==> config.mk <==
export PLATFORM = sky130hd
export DESIGN_NAME = systolic_seq_ctrl
export DESIGN_NICKNAME = d
export VERILOG_FILES = /design/src/rtl/systolic_seq_ctrl_pkg.sv /design/src/rtl/systolic_seq_ctrl.sv
export SDC_FILE = /design/constraint.sdc
export NUM_CORES = 1
export LEC_CHECK = 0
export CAP_MARGIN = 25
export CORE_ASPECT_RATIO = 0.7
export CORE_MARGIN = 2
export CORE_UTILIZATION = 61
export CTS_CLUSTER_DIAMETER = 150
export DETAILED_ROUTE_END_ITERATION = 10
export DONT_BUFFER_PORTS = 1
export HOLD_SLACK_MARGIN = 0.08
export PLACE_DENSITY = 0.86
export SLEW_MARGIN = 20
export SYNTH_ARGS = -nofsm -noshare
export SYNTH_HDL_FRONTEND = slang
export SYNTH_SLANG_ARGS = --single-unit
==> constraint.sdc <==
create_clock -name clk -period 5.75 [get_ports clk]
set_clock_uncertainty 0.1 [all_clocks]
set_input_delay 0.575 -clock clk [delete_from_list [all_inputs] [get_ports clk]]
set_output_delay 0.575 -clock clk [all_outputs]
set_load 0.02 [all_outputs]
==> src/rtl/systolic_seq_ctrl_pkg.sv <==
// Shared constants, state encoding and packing helpers for the 3x3 systolic job sequencer.
package sys_pkg;

   localparam int N         = 3;
   localparam int NUM_ELEM  = N * N;
   localparam int LAST_IDX  = NUM_ELEM - 1;
   localparam int DW_DEF    = 2;
   localparam int CW_DEF    = 5;
   localparam int DRAIN_DEF = 2 * (N - 1);

   typedef enum logic [2:0] {
      IDLE,
      CLEAR,
      FEED,
      DRAIN,
      CAPTURE,
      OUT
   } state_e;

   // Row-major element position inside a packed 3x3 matrix.
   function automatic int elem_idx(input int row, input int col);
      return N * row + col;
   endfunction

endpackage

==> src/rtl/systolic_seq_ctrl.sv <==
// Job sequencer for the 3x3 systolic array: clear, feed, drain, capture, stream results.
// Optional SYS_CTRL_ACCUM_EN adds an `accum` input that skips CLEAR so results build on the last job.
module systolic_seq_ctrl
   import sys_pkg::*;
#(
   parameter int DW        = DW_DEF,
   parameter int CW        = CW_DEF,
   parameter int DRAIN_CYC = DRAIN_DEF
) (
   input  logic                   clk,
   input  logic                   reset,
   input  logic                   start,
`ifdef SYS_CTRL_ACCUM_EN
   input  logic                   accum,
`endif
   input  logic [NUM_ELEM*DW-1:0] a_mat,
   input  logic [NUM_ELEM*DW-1:0] b_mat,
   output logic                   busy,
   output logic                   arr_clr,
   output logic [DW-1:0]          arr_a1,
   output logic [DW-1:0]          arr_a2,
   output logic [DW-1:0]          arr_a3,
   output logic [DW-1:0]          arr_b1,
   output logic [DW-1:0]          arr_b2,
   output logic [DW-1:0]          arr_b3,
   input  logic [NUM_ELEM*CW-1:0] arr_c,
   output logic                   out_valid,
   input  logic                   out_ready,
   output logic [CW-1:0]          out_data,
   output logic [3:0]             out_idx,
   output logic                   out_last,
   output logic                   done
);

   localparam int CNT_W = $clog2(DRAIN_CYC + N);
   typedef logic [CNT_W-1:0] cnt_t;

   state_e                 state_q, state_d;
   cnt_t                   cnt_q, cnt_d;
   logic [NUM_ELEM*DW-1:0] a_q, a_d;
   logic [NUM_ELEM*DW-1:0] b_q, b_d;
   logic                   busy_q, busy_d;
   logic                   clr_q, clr_d;
   logic                   valid_q, valid_d;
   logic                   last_q, last_d;
   logic                   done_q, done_d;
   logic [CW-1:0]          data_q, data_d;
   logic [3:0]             idx_q, idx_d;
   logic [DW-1:0]          arr_a_q [N];
   logic [DW-1:0]          arr_a_d [N];
   logic [DW-1:0]          arr_b_q [N];
   logic [DW-1:0]          arr_b_d [N];
   logic [CW-1:0]          res_q [NUM_ELEM];
   logic [CW-1:0]          c_elem [NUM_ELEM];

   logic                   accum_req;
   logic                   feed_en;
   logic [1:0]             feed_t;
   logic [NUM_ELEM*DW-1:0] feed_a_src;
   logic [NUM_ELEM*DW-1:0] feed_b_src;

`ifdef SYS_CTRL_ACCUM_EN
   assign accum_req = accum;
`else
   assign accum_req = 1'b0;
`endif

   genvar gi;
   generate
      for (gi = 0; gi < NUM_ELEM; gi++) begin : g_unpack
         assign c_elem[gi] = arr_c[CW*gi +: CW];
      end
      // Column t of A goes to the rows, row t of B to the columns; the array skews internally.
      for (gi = 0; gi < N; gi++) begin : g_feed
         assign arr_a_d[gi] = feed_en ? feed_a_src[DW*elem_idx(gi, int'(feed_t)) +: DW] : '0;
         assign arr_b_d[gi] = feed_en ? feed_b_src[DW*elem_idx(int'(feed_t), gi) +: DW] : '0;
      end
   endgenerate

   always_comb begin
      state_d    = state_q;
      cnt_d      = cnt_q;
      a_d        = a_q;
      b_d        = b_q;
      busy_d     = busy_q;
      clr_d      = 1'b0;
      valid_d    = valid_q;
      data_d     = data_q;
      idx_d      = idx_q;
      last_d     = last_q;
      done_d     = 1'b0;
      feed_en    = 1'b0;
      feed_t     = 2'd0;
      feed_a_src = a_q;
      feed_b_src = b_q;

      unique case (state_q)
         IDLE: begin
            if (start) begin
               a_d    = a_mat;
               b_d    = b_mat;
               busy_d = 1'b1;
               if (accum_req) begin
                  // Operands are not latched yet, so the first column comes straight from the ports.
                  state_d    = FEED;
                  cnt_d      = '0;
                  feed_en    = 1'b1;
                  feed_a_src = a_mat;
                  feed_b_src = b_mat;
               end else begin
                  state_d = CLEAR;
                  clr_d   = 1'b1;
               end
            end
         end
         CLEAR: begin
            state_d = FEED;
            cnt_d   = '0;
            feed_en = 1'b1;
         end
         FEED: begin
            if (cnt_q == cnt_t'(N - 1)) begin
               state_d = DRAIN;
               cnt_d   = '0;
            end else begin
               cnt_d   = cnt_q + 1'b1;
               feed_en = 1'b1;
               feed_t  = 2'(cnt_q + 1'b1);
            end
         end
         DRAIN: begin
            if (cnt_q == cnt_t'(DRAIN_CYC - 1)) begin
               state_d = CAPTURE;
               cnt_d   = '0;
            end else begin
               cnt_d = cnt_q + 1'b1;
            end
         end
         CAPTURE: begin
            state_d = OUT;
            valid_d = 1'b1;
            idx_d   = 4'd0;
            data_d  = c_elem[0];
            last_d  = 1'b0;
         end
         OUT: begin
            if (valid_q && out_ready) begin
               if (idx_q == 4'(LAST_IDX)) begin
                  state_d = IDLE;
                  done_d  = 1'b1;
                  busy_d  = 1'b0;
                  valid_d = 1'b0;
                  idx_d   = 4'd0;
                  data_d  = '0;
                  last_d  = 1'b0;
               end else begin
                  idx_d  = idx_q + 4'd1;
                  data_d = res_q[int'(idx_q) + 1];
                  last_d = (idx_q == 4'(LAST_IDX - 1));
               end
            end
         end
         default: state_d = IDLE;
      endcase
   end

   always_ff @(posedge clk) begin
      if (reset) begin
         state_q <= IDLE;
         cnt_q   <= '0;
         a_q     <= '0;
         b_q     <= '0;
         busy_q  <= 1'b0;
         clr_q   <= 1'b1;
         valid_q <= 1'b0;
         data_q  <= '0;
         idx_q   <= 4'd0;
         last_q  <= 1'b0;
         done_q  <= 1'b0;
         for (int k = 0; k < N; k++) begin
            arr_a_q[k] <= '0;
            arr_b_q[k] <= '0;
         end
      end else begin
         state_q <= state_d;
         cnt_q   <= cnt_d;
         a_q     <= a_d;
         b_q     <= b_d;
         busy_q  <= busy_d;
         clr_q   <= clr_d;
         valid_q <= valid_d;
         data_q  <= data_d;
         idx_q   <= idx_d;
         last_q  <= last_d;
         done_q  <= done_d;
         arr_a_q <= arr_a_d;
         arr_b_q <= arr_b_d;
      end
   end

   always_ff @(posedge clk) begin
      if (reset) begin
         for (int k = 0; k < NUM_ELEM; k++) res_q[k] <= '0;
      end else if (state_q == CAPTURE) begin
         for (int k = 0; k < NUM_ELEM; k++) res_q[k] <= c_elem[k];
      end
   end

   assign busy      = busy_q;
   assign arr_clr   = clr_q;
   assign arr_a1    = arr_a_q[0];
   assign arr_a2    = arr_a_q[1];
   assign arr_a3    = arr_a_q[2];
   assign arr_b1    = arr_b_q[0];
   assign arr_b2    = arr_b_q[1];
   assign arr_b3    = arr_b_q[2];
   assign out_valid = valid_q;
   assign out_data  = data_q;
   assign out_idx   = idx_q;
   assign out_last  = last_q;
   assign done      = done_q;

endmodule

== Word-level counts from Yosys, hierarchy flattened ==
Memories as Yosys holds them, arrays and structs flattened.
Index checks and enable logic that the tools add are counted.
Cells by class
  muxes and demuxes: 44
  reduce and logical (&&, ||, !) cells: 12
  multipliers: 1
  bitwise gates (word level): 12
  equality and inequality tests: 14
  add/subtract/negate cells: 7
  shift-type cells: 6
Operators by type and width (count)
  $shiftx 18x32->2: 2
  $mux 5: 11
  $add 31x2->31 const B: 1
  $mux 3: 7
  $pmux 3 s6: 1
  $shiftx 18x4->2: 1
  $shiftx 18x5->2: 1
  $shiftx 18x6->2: 1
  $shiftx 18x7->2: 1
  $mux 1: 14
  $eq 3x2->1 const B: 4
  $ne 2x2->1 const B: 5
  $pmux 5 s2: 1
  $or 1x1->1: 9
  $pmux 3 s3: 1
  $add 4x1->4 const B: 2
  $mux 4: 2
  $pmux 1 s2: 4
  $pmux 4 s2: 1
  $eq 3x3->1 const B: 2
  $add 4x2->5 const B: 1
  $reduce_and 5->1: 1
  $add 3x2->4 const A: 1
  $eq 4x3->1 const B: 1
  other kinds (16): 21
Word-level totals
  RAM bits: 45
  register bits after elaboration: 68
  memories kept: 1
  word-level logic and storage cells: 114
  input port bits: 85
  output and inout bits: 26
Memories
  res_q: words 9, width 5, rd ports 1, clocked after memory_dff 0, write ports 9, RTL line systolic_seq_ctrl.sv:53  | logic [CW-1:0] res_q [NUM_ELEM];

== Logic depth before layout (Yosys ltp) ==
Gate-level depths: netlist of run 1.
  depth after elaboration: 6
  gate-level depth with buffers: 11
  depth with buffers taken out: 8

== Least setup slack after synthesis of run 1 ==
Ideal clock, no wire load.
  path kind: register to register
  from: register state_q[0]
  to: memory res_q[0][0] (netlist name), enable pin
  data arrival time: 3.890 ns
  required time: 5.140 ns
  path buffers: 2
  cell stages (with the launch flop): 4
  library setup time: 0.510 ns
  period minus slack after synthesis: 4.500 ns
  slack: 1.250 ns
  path through: dfxtp_1 > clkbuf_1 > clkbuf_1 > o21ai_0
RTL lines
  start, declared: RTL line systolic_seq_ctrl.sv:38  | state_e state_q, state_d;
  start signal, assigned: RTL line systolic_seq_ctrl.sv:185  | state_q <= state_d;
  end, declared: RTL line systolic_seq_ctrl.sv:53

== Worst setup path in the final report of run 1 ==
  from: register cnt_q[0]
  to: register arr_b_q, in the netlist arr_b2[1]
On the way
  longest elaborated chain between the ends: 6
  elaborated cells on any way between the ends: 11
  classes of those cells: add/sub (2); mul (1); eq/ne (1); shift (1); mux (4); bitwise (1); reduce/logical (1)
RTL lines
  start, declared: RTL line systolic_seq_ctrl.sv:39  | cnt_t cnt_q, cnt_d;
  start signal, assigned: RTL line systolic_seq_ctrl.sv:186  | cnt_q <= cnt_d;
  $add 3x1->3 or $eq 3x2->1 (tied branches)
  $mux 2: RTL line systolic_seq_ctrl.sv:122  | if (cnt_q == cnt_t'(N - 1)) begin
  $mux 2: RTL line systolic_seq_ctrl.sv:97  | unique case (state_q)
  $mul 2x2->4: RTL line systolic_seq_ctrl_pkg.sv:22  | return N * row + col;
  $add 31x2->31: RTL line systolic_seq_ctrl_pkg.sv:22
  $shiftx 18x32->2: RTL line systolic_seq_ctrl.sv:76  | assign arr_b_d[gi] = feed_en ? feed_b_src[DW*elem_idx(int'(feed_t), gi) +: DW] : '0;
  end signal, assigned: RTL line systolic_seq_ctrl.sv:197  | arr_b_q <= arr_b_d;
  end, declared: RTL line systolic_seq_ctrl.sv:51  | logic [DW-1:0] arr_b_q [N];
Several ways; a longest one is shown, not always the timed one.
A chain may end at the register's enable or synchronous reset.

==> results.json, run 1 <==
{
  "pin_count": 111,
  "pre_cts_ws_ns": 2.379,
  "final_cell_mix": "nand2_1 (82), dfxtp_1 (68), a21oi_1 (53)",
  "synthXorXnorAreaFrac": 0.005038,
  "post-route-period-util": 0.5713,
  "slew_viol_final": 0,
  "synth_top_family_by_area": "simple AND/OR/NAND/NOR gates",
  "drt_first_pass_iters": 4,
  "status": "completed",
  "fin_util": 0.7037,
  "synth.top_cell.area_share": 0.2741,
  "drt_iter0_markers": 281,
  "rsz0062_at_grt": "no",
  "grt_pass1_wl_um": 16930,
  "min_to": "b_q[10]",
  "vias_per_cell": 6.050,
  "die_area_sq_um": 8892,
  "path_max_fanout": 17,
  "cts_tree": "yes",
  "hold_viol": 0,
  "cp.arrival_ns": 3.47,
  "regToRegSetupSlack_ns": 2.47,
  "cts.repair.resized": 0,
  "via_count": 3539,
  "worstPathRequired_ns": 5.93,
  "layout_commonest_cell": "nand2_1",
  "start_util": 0.6311,
  "cts_buffer_depth": 2,
  "ctsRootBufferMaster": "clkbuf_16",
  "layout_setup_ws_ns": 2.465,
  "die_h_um": 79.50,
  "synth_edf_count": 45,
  "cts.sinks": 113,
  "drv_cap": 0,
  "peakVddDrop_v": 0.0002939,
  "relSlewSlack": 0.4913,
  "ant_nets": 0,
  "reg2reg_to": "arr_b2[1]",
  "diodes": 0,
  "fin_nets": 564,
  "synth_compound_area_frac": 0.1154,
  "area_growth_pct": 11.51,
  "path_clk_slew_ns": 0.05,
  "grt_usage": 0.2493,
  "synthesis.area_sq_um": 4967,
  "yosysTopAreaCell": "dfxtp_1",
  "syn_avg_cell_area_sq_um": 10.35,
  "reg2reg_from": "cnt_q[0]",
  "synthTopCellsByArea": "dfxtp_1 (27%), edfxtp_1 (27%), nand2_1 (6.2%), mux2i_1 (5.8%), and2_1 (5.7%)",
  "min_path_type": "in -> reg",
  "powerDensity_nw_per_um2": 399.1,
  "core_sq_um": 7871,
  "drive_gt1_frac": 0.09504,
  "clkLatencyLatePin_ns": 0.40,
  "async_flop_share": 0,
  "synth_cells": 480,
  "yosysWarnings": 0,
  "hold_buffers": 0,
  "gp_congestion": 0.8555,
  "tightest_slew_ns": 0.7611,
  "routedWlPerCell_um": 18.37,
  "post-route-min-period_ns": 3.285,
  "min_path_cells": 1,
  "min-delay-start": "reset",
  "syn_nets": 572,
  "critPathLaunchType": "flop",
  "antenna_found_initial": 0,
  "synth_fa_ha_area_frac": 0.01763,
  "leakagePower_nw": 2.002,
  "cp-end-kind": "flop",
  "synth_mux_area_frac": 0.09018,
  "critPathKind": "reg -> reg",
  "num_rows": 27,
  "grt_overflow": 0,
  "setup_tns_ns": 0,
  "numCtsBuffers": 17,
  "instances_no_fill": 585,
  "ys.flop_type": "dfxtp_1",
  "die_w_um": 111.9,
  "grt_pass1_vias": 3354,
  "ctsHtreeMaxLevel": 4,
  "drc": 0,
  "dp.cells": 554,
  "dp_hpwl_um": 7382,
  "wl_um": 10750,
  "io_buffers": 0,
  "setup_violations": 0,
  "synth_cell_types": 44,
  "fmax_mhz": 304.4,
  "ys_seq_area_frac": 0.5461,
  "cts_setup_buffers": 0,
  "ys_seq_elements": 113,
  "worst-r2r-cell-count": 7,
  "grt_max_degree": 56,
  "synth-simple-area-share": 0.1854
}
==> power by group <==
group,switching (mW),internal [mW]
Sequential,0.0749,0.899
Combinational,0.164,0.103
Clock,0.334,0.635
==> worst max-delay path by stage <==
stage	to	slack, ns	cells past startpoint	start
detailed placement	out_data[2]	2.38	6	out_idx[0]
global route	arr_b2[0]	2.34	7	cnt_q[0]
CTS	out_data[2]	2.33	6	out_idx[0]
global placement	out_data[2]	2.58	6	out_idx[0]
finish	arr_b2[1]	2.47	7	cnt_q[0]
floorplan	res_q[0][0]	1.25	3	state_q[0]
==> critical path, cell delays in order, from the launching register on <==
cell and delay [ns]:
dfxtp_1 0.55, inv_1 0.22, ha_1 0.48, or4_1 0.86
inv_2 0.13, ha_1 0.20, mux4_2 0.50, nor3b_1 0.15
==> routing by layer <==
metal | vias up | part of all wire | track usage
met1 | 1693 | 0.45 | 0.3386
met5 | - | 0 | 0
met2 | 143 | 0.46 | 0.3794
met3 | 17 | 0.067 | 0.06302
li1 | 1686 | - | -
met4 | 0 | 0.016 | 0.1160
==> layout make-up <==
type | instances | area, sq um
multi-input cells | 325 | 2073
clock inverters | 6 | 55.05
flip-flops and latches | 113 | 2713
well taps | 101 | 126.4
inverters | 10 | 37.54
fillers | 563 | 2332
repair buffers | 5 | 37.54
clock buffers | 25 | 496.7
==> state kept, by name, indices dropped and copies added (netlist names) <==
signal	cells
a_q	18
arr_a1	2
arr_a2	2
arr_a3	2
arr_b1	2
arr_b2	2
arr_b3	2
arr_clr	1
b_q	18
busy	1
cnt_q	3
done	1
out_data	5
out_idx	4
out_last	1
out_valid	1
res_q	45
state_q	3
==> synthesized netlist by cell type (6+ instances only) <==
cell type,n
a211oi_1,10
a21oi_1,53
and2_1,45
clkbuf_1,27
dfxtp_1,68
edfxtp_1,45
ha_1,7
inv_1,8
mux2i_1,29
mux4_2,7
nand2_1,82
nand3_1,12
nor2_1,13
nor3_1,6
o21ai_0,7
==> stage by stage <==
| step | hold WS, ns | instance area [sq um] | power, mW |
|---|---|---|---|
| after global placement | 0.3366 | 4985 | 1.237 |
| final | 0.1415 | 5539 | 2.211 |
| after global routing | 0.1302 | 5539 | 2.293 |
| after CTS | 0.1259 | 5537 | 2.215 |
| after floorplan | 0.3331 | 4967 | 1.188 |
| after detailed placement | 0.3404 | 4985 | 1.250 |
==> kinds of logic (layout without fill, tap and decap cells) <==
logic type / after synthesis / count (layout)
adder cells (fa/ha/maj): 7 / 7
multiplexers: 36 / 36
AO/OA/AOI/OAI: 94 / 94
flip-flops: 113 / 113
AND/OR/NAND/NOR: 186 / 186
buffers and inverters: 42 / 46
XOR/XNOR: 2 / 2
Note: power is estimated with default switching activity, not from simulation.
==> run 2: changes to the inputs <==
==> constraint.sdc (replaced) <==
create_clock -name clk -period 3.4 [get_ports clk]
set_clock_uncertainty 0.1 [all_clocks]
set_input_delay 0.34 -clock clk [delete_from_list [all_inputs] [get_ports clk]]
set_output_delay 0.34 -clock clk [all_outputs]
set_load 0.02 [all_outputs]
==> run 2 against run 1 <==
Setup slack worse by 2.1 ns. Sequential power rose by 67%. First-iteration DRC count is 100% higher. Wire length rose by 29%. Sequential cell count did not move. Worst hold slack worse by 0.049 ns. Final cell count rose by 15%.
==> results.json, run 2 (same netlist as run 1, synthesis figures left out) <==
{
  "min_path_type": "in -> reg",
  "grt_pass1_vias": 4182,
  "final_cell_mix": "nand2_1 (82), dlygate4sd3_1 (82), dfxtp_1 (68)",
  "gp_congestion": 0.8466,
  "critPathKind": "reg -> reg",
  "min_path_cells": 2,
  "reg2reg_to": "arr_b2[0]",
  "cp-end-kind": "flop",
  "ctsRootBufferMaster": "clkbuf_16",
  "grt_max_degree": 55,
  "cp_common_cell": "ha_1",
  "max_stage_delay_ns": 0.61,
  "post-route-min-period_ns": 3.074,
  "peakVddDrop_v": 0.0005216,
  "io_buffers": 0,
  "area_growth_pct": 30.18,
  "clkLatencyLatePin_ns": 0.41,
  "min_to": "out_data[4]",
  "top_regs": "res_q (45), a_q (18), b_q (18)",
  "drc": 0,
  "worstPathCellList": "inv_1, ha_1, or4_1, inv_2, ha_1, mux4_2, nor3b_1",
  "die_area_sq_um": 8892,
  "num_rows": 27,
  "leakagePower_nw": 2.391,
  "grt_overflow": 0,
  "start_util": 0.6311,
  "layout_setup_ws_ns": 0.3261,
  "grt_pass1_wl_um": 22130,
  "drt_iter0_markers": 569,
  "gr-usage-met3": 0.08352,
  "top_usage_layer": "met2",
  "rsz0062_at_grt": "no",
  "power.total_mw": 4.097,
  "die_w_um": 111.9,
  "cts.repair.resized": 0,
  "fmax_mhz": 325.3,
  "post-route-period-util": 0.9041,
  "drv_cap": 0,
  "hold_buffers": 83,
  "routedWlPerCell_um": 20.67,
  "cts.sinks": 113,
  "pre_cts_ws_ns": 0.4236,
  "ctsHtreeMaxLevel": 4,
  "worstPathRequired_ns": 3.60,
  "wl_um": 13910,
  "ant_nets": 0,
  "path_buf_inv": 2,
  "min-delay-start": "arr_c[4]",
  "diodes": 0,
  "setup_tns_ns": 0,
  "reg2reg_from": "cnt_q[0]",
  "die_h_um": 79.50,
  "fin_nets": 651,
  "status": "completed",
  "path_max_fanout": 11,
  "regToRegSetupSlack_ns": 0.33,
  "via_count": 4116,
  "powerDensity_nw_per_um2": 633.6,
  "relSlewSlack": 0.3316,
  "cts_setup_buffers": 0,
  "grt_use_met2": 0.5570,
  "cpLargestDelayFamily": "simple AND/OR/NAND/NOR gates",
  "core_sq_um": 7871,
  "drive_gt1_frac": 0.08916,
  "antenna_found_initial": 0,
  "tightest_slew_ns": 1.000,
  "largest_reg_flops": 45,
  "drt_first_pass_iters": 7,
  "cts_buffer_depth": 2,
  "slowest_stage": "or4_1",
  "cp.arrival_ns": 3.27,
  "cts_tree": "yes",
  "critPathLaunchType": "flop",
  "grt_usage": 0.3270,
  "path_clk_slew_ns": 0.05,
  "vias_per_cell": 6.116,
  "dp_hpwl_um": 7522,
  "worst-r2r-cell-count": 7,
  "regMostFlops": "res_q",
  "slew_viol_final": 0,
  "fin_util": 0.8215,
  "numCtsBuffers": 17,
  "pin_count": 111,
  "hold_viol": 0,
  "setup_violations": 0,
  "use_met1": 0.4057
}
-- run 2: cell count changes in the layout (fill, tap and decap cells not counted), moves of 2 or more --
| cell | before | now |
|---|---|---|
| dlygate4sd3_1 | 0 | 82 |
| clkbuf_8 | 2 | 0 |
| bufinv_16 | 1 | 4 |
| buf_4 | 5 | 8 |
| clkinv_2 | 5 | 3 |
| clkinvlp_4 | 0 | 2 |
-- run 2: report_power, final --
part	internal (mW)	leakage, nW	switching [mW]
Sequential	1.52	1.02	0.111
Combinational	0.257	1.08	0.365
Clock	1.22	0.288	0.626
Total	3.00	2.39	1.10
-- run 2: per-stage QoR --
stage / cell area, sq um / hold WS [ns] / std cells
floorplan: 4967 / 0.3331 / 480
global placement: 5007 / 0.3133 / 557
detailed placement: 5022 / 0.3151 / 558
CTS: 6466 / 0.08767 / 673
global route: 6466 / 0.1141 / 673
finish: 6466 / 0.09216 / 673
-- run 2: layout make-up --
cell class,count,area (sq um)
clock buffer,21,440.4
clock inverter,11,162.7
fill,402,1405
inverter,10,37.54
multi-input combinational,325,2071
sequential,113,2713
tap,101,126.4
timing repair buffer,92,915.9
-- run 2: worst max-delay path by stage --
| stage | start | endpoint | slack [ns] | cells after the start |
|---|---|---|---|---|
| floorplan | state_q[0] | res_q[0][0] | 0.12 | 3 |
| global placement | cnt_q[0] | arr_b2[0] | 0.59 | 7 |
| detailed placement | cnt_q[0] | arr_b2[0] | 0.42 | 7 |
| CTS | cnt_q[0] | arr_b2[0] | 0.41 | 7 |
| global route | cnt_q[0] | arr_b2[0] | 0.25 | 7 |
| finish | cnt_q[0] | arr_b2[0] | 0.33 | 7 |
-- run 2: per-layer routing --
metal	vias up	share of wire	routed length, um
li1	1859	-	-
met1	1953	0.40	5537
met2	266	0.50	6913
met3	38	0.082	1134
met4	0	0.023	325
met5	-	0	0
==> run 3: changes to the inputs <==
--- a/config.mk
+++ b/config.mk
@@ -12,6 +12,7 @@
 export CTS_CLUSTER_DIAMETER = 150
 export DETAILED_ROUTE_END_ITERATION = 10
 export DONT_BUFFER_PORTS = 1
+export GPL_ROUTABILITY_DRIVEN = 0
 export HOLD_SLACK_MARGIN = 0.08
 export PLACE_DENSITY = 0.86
 export SLEW_MARGIN = 20
==> results of run 3 <==
Final layout, timing and power as in run 2 (identical DEF).
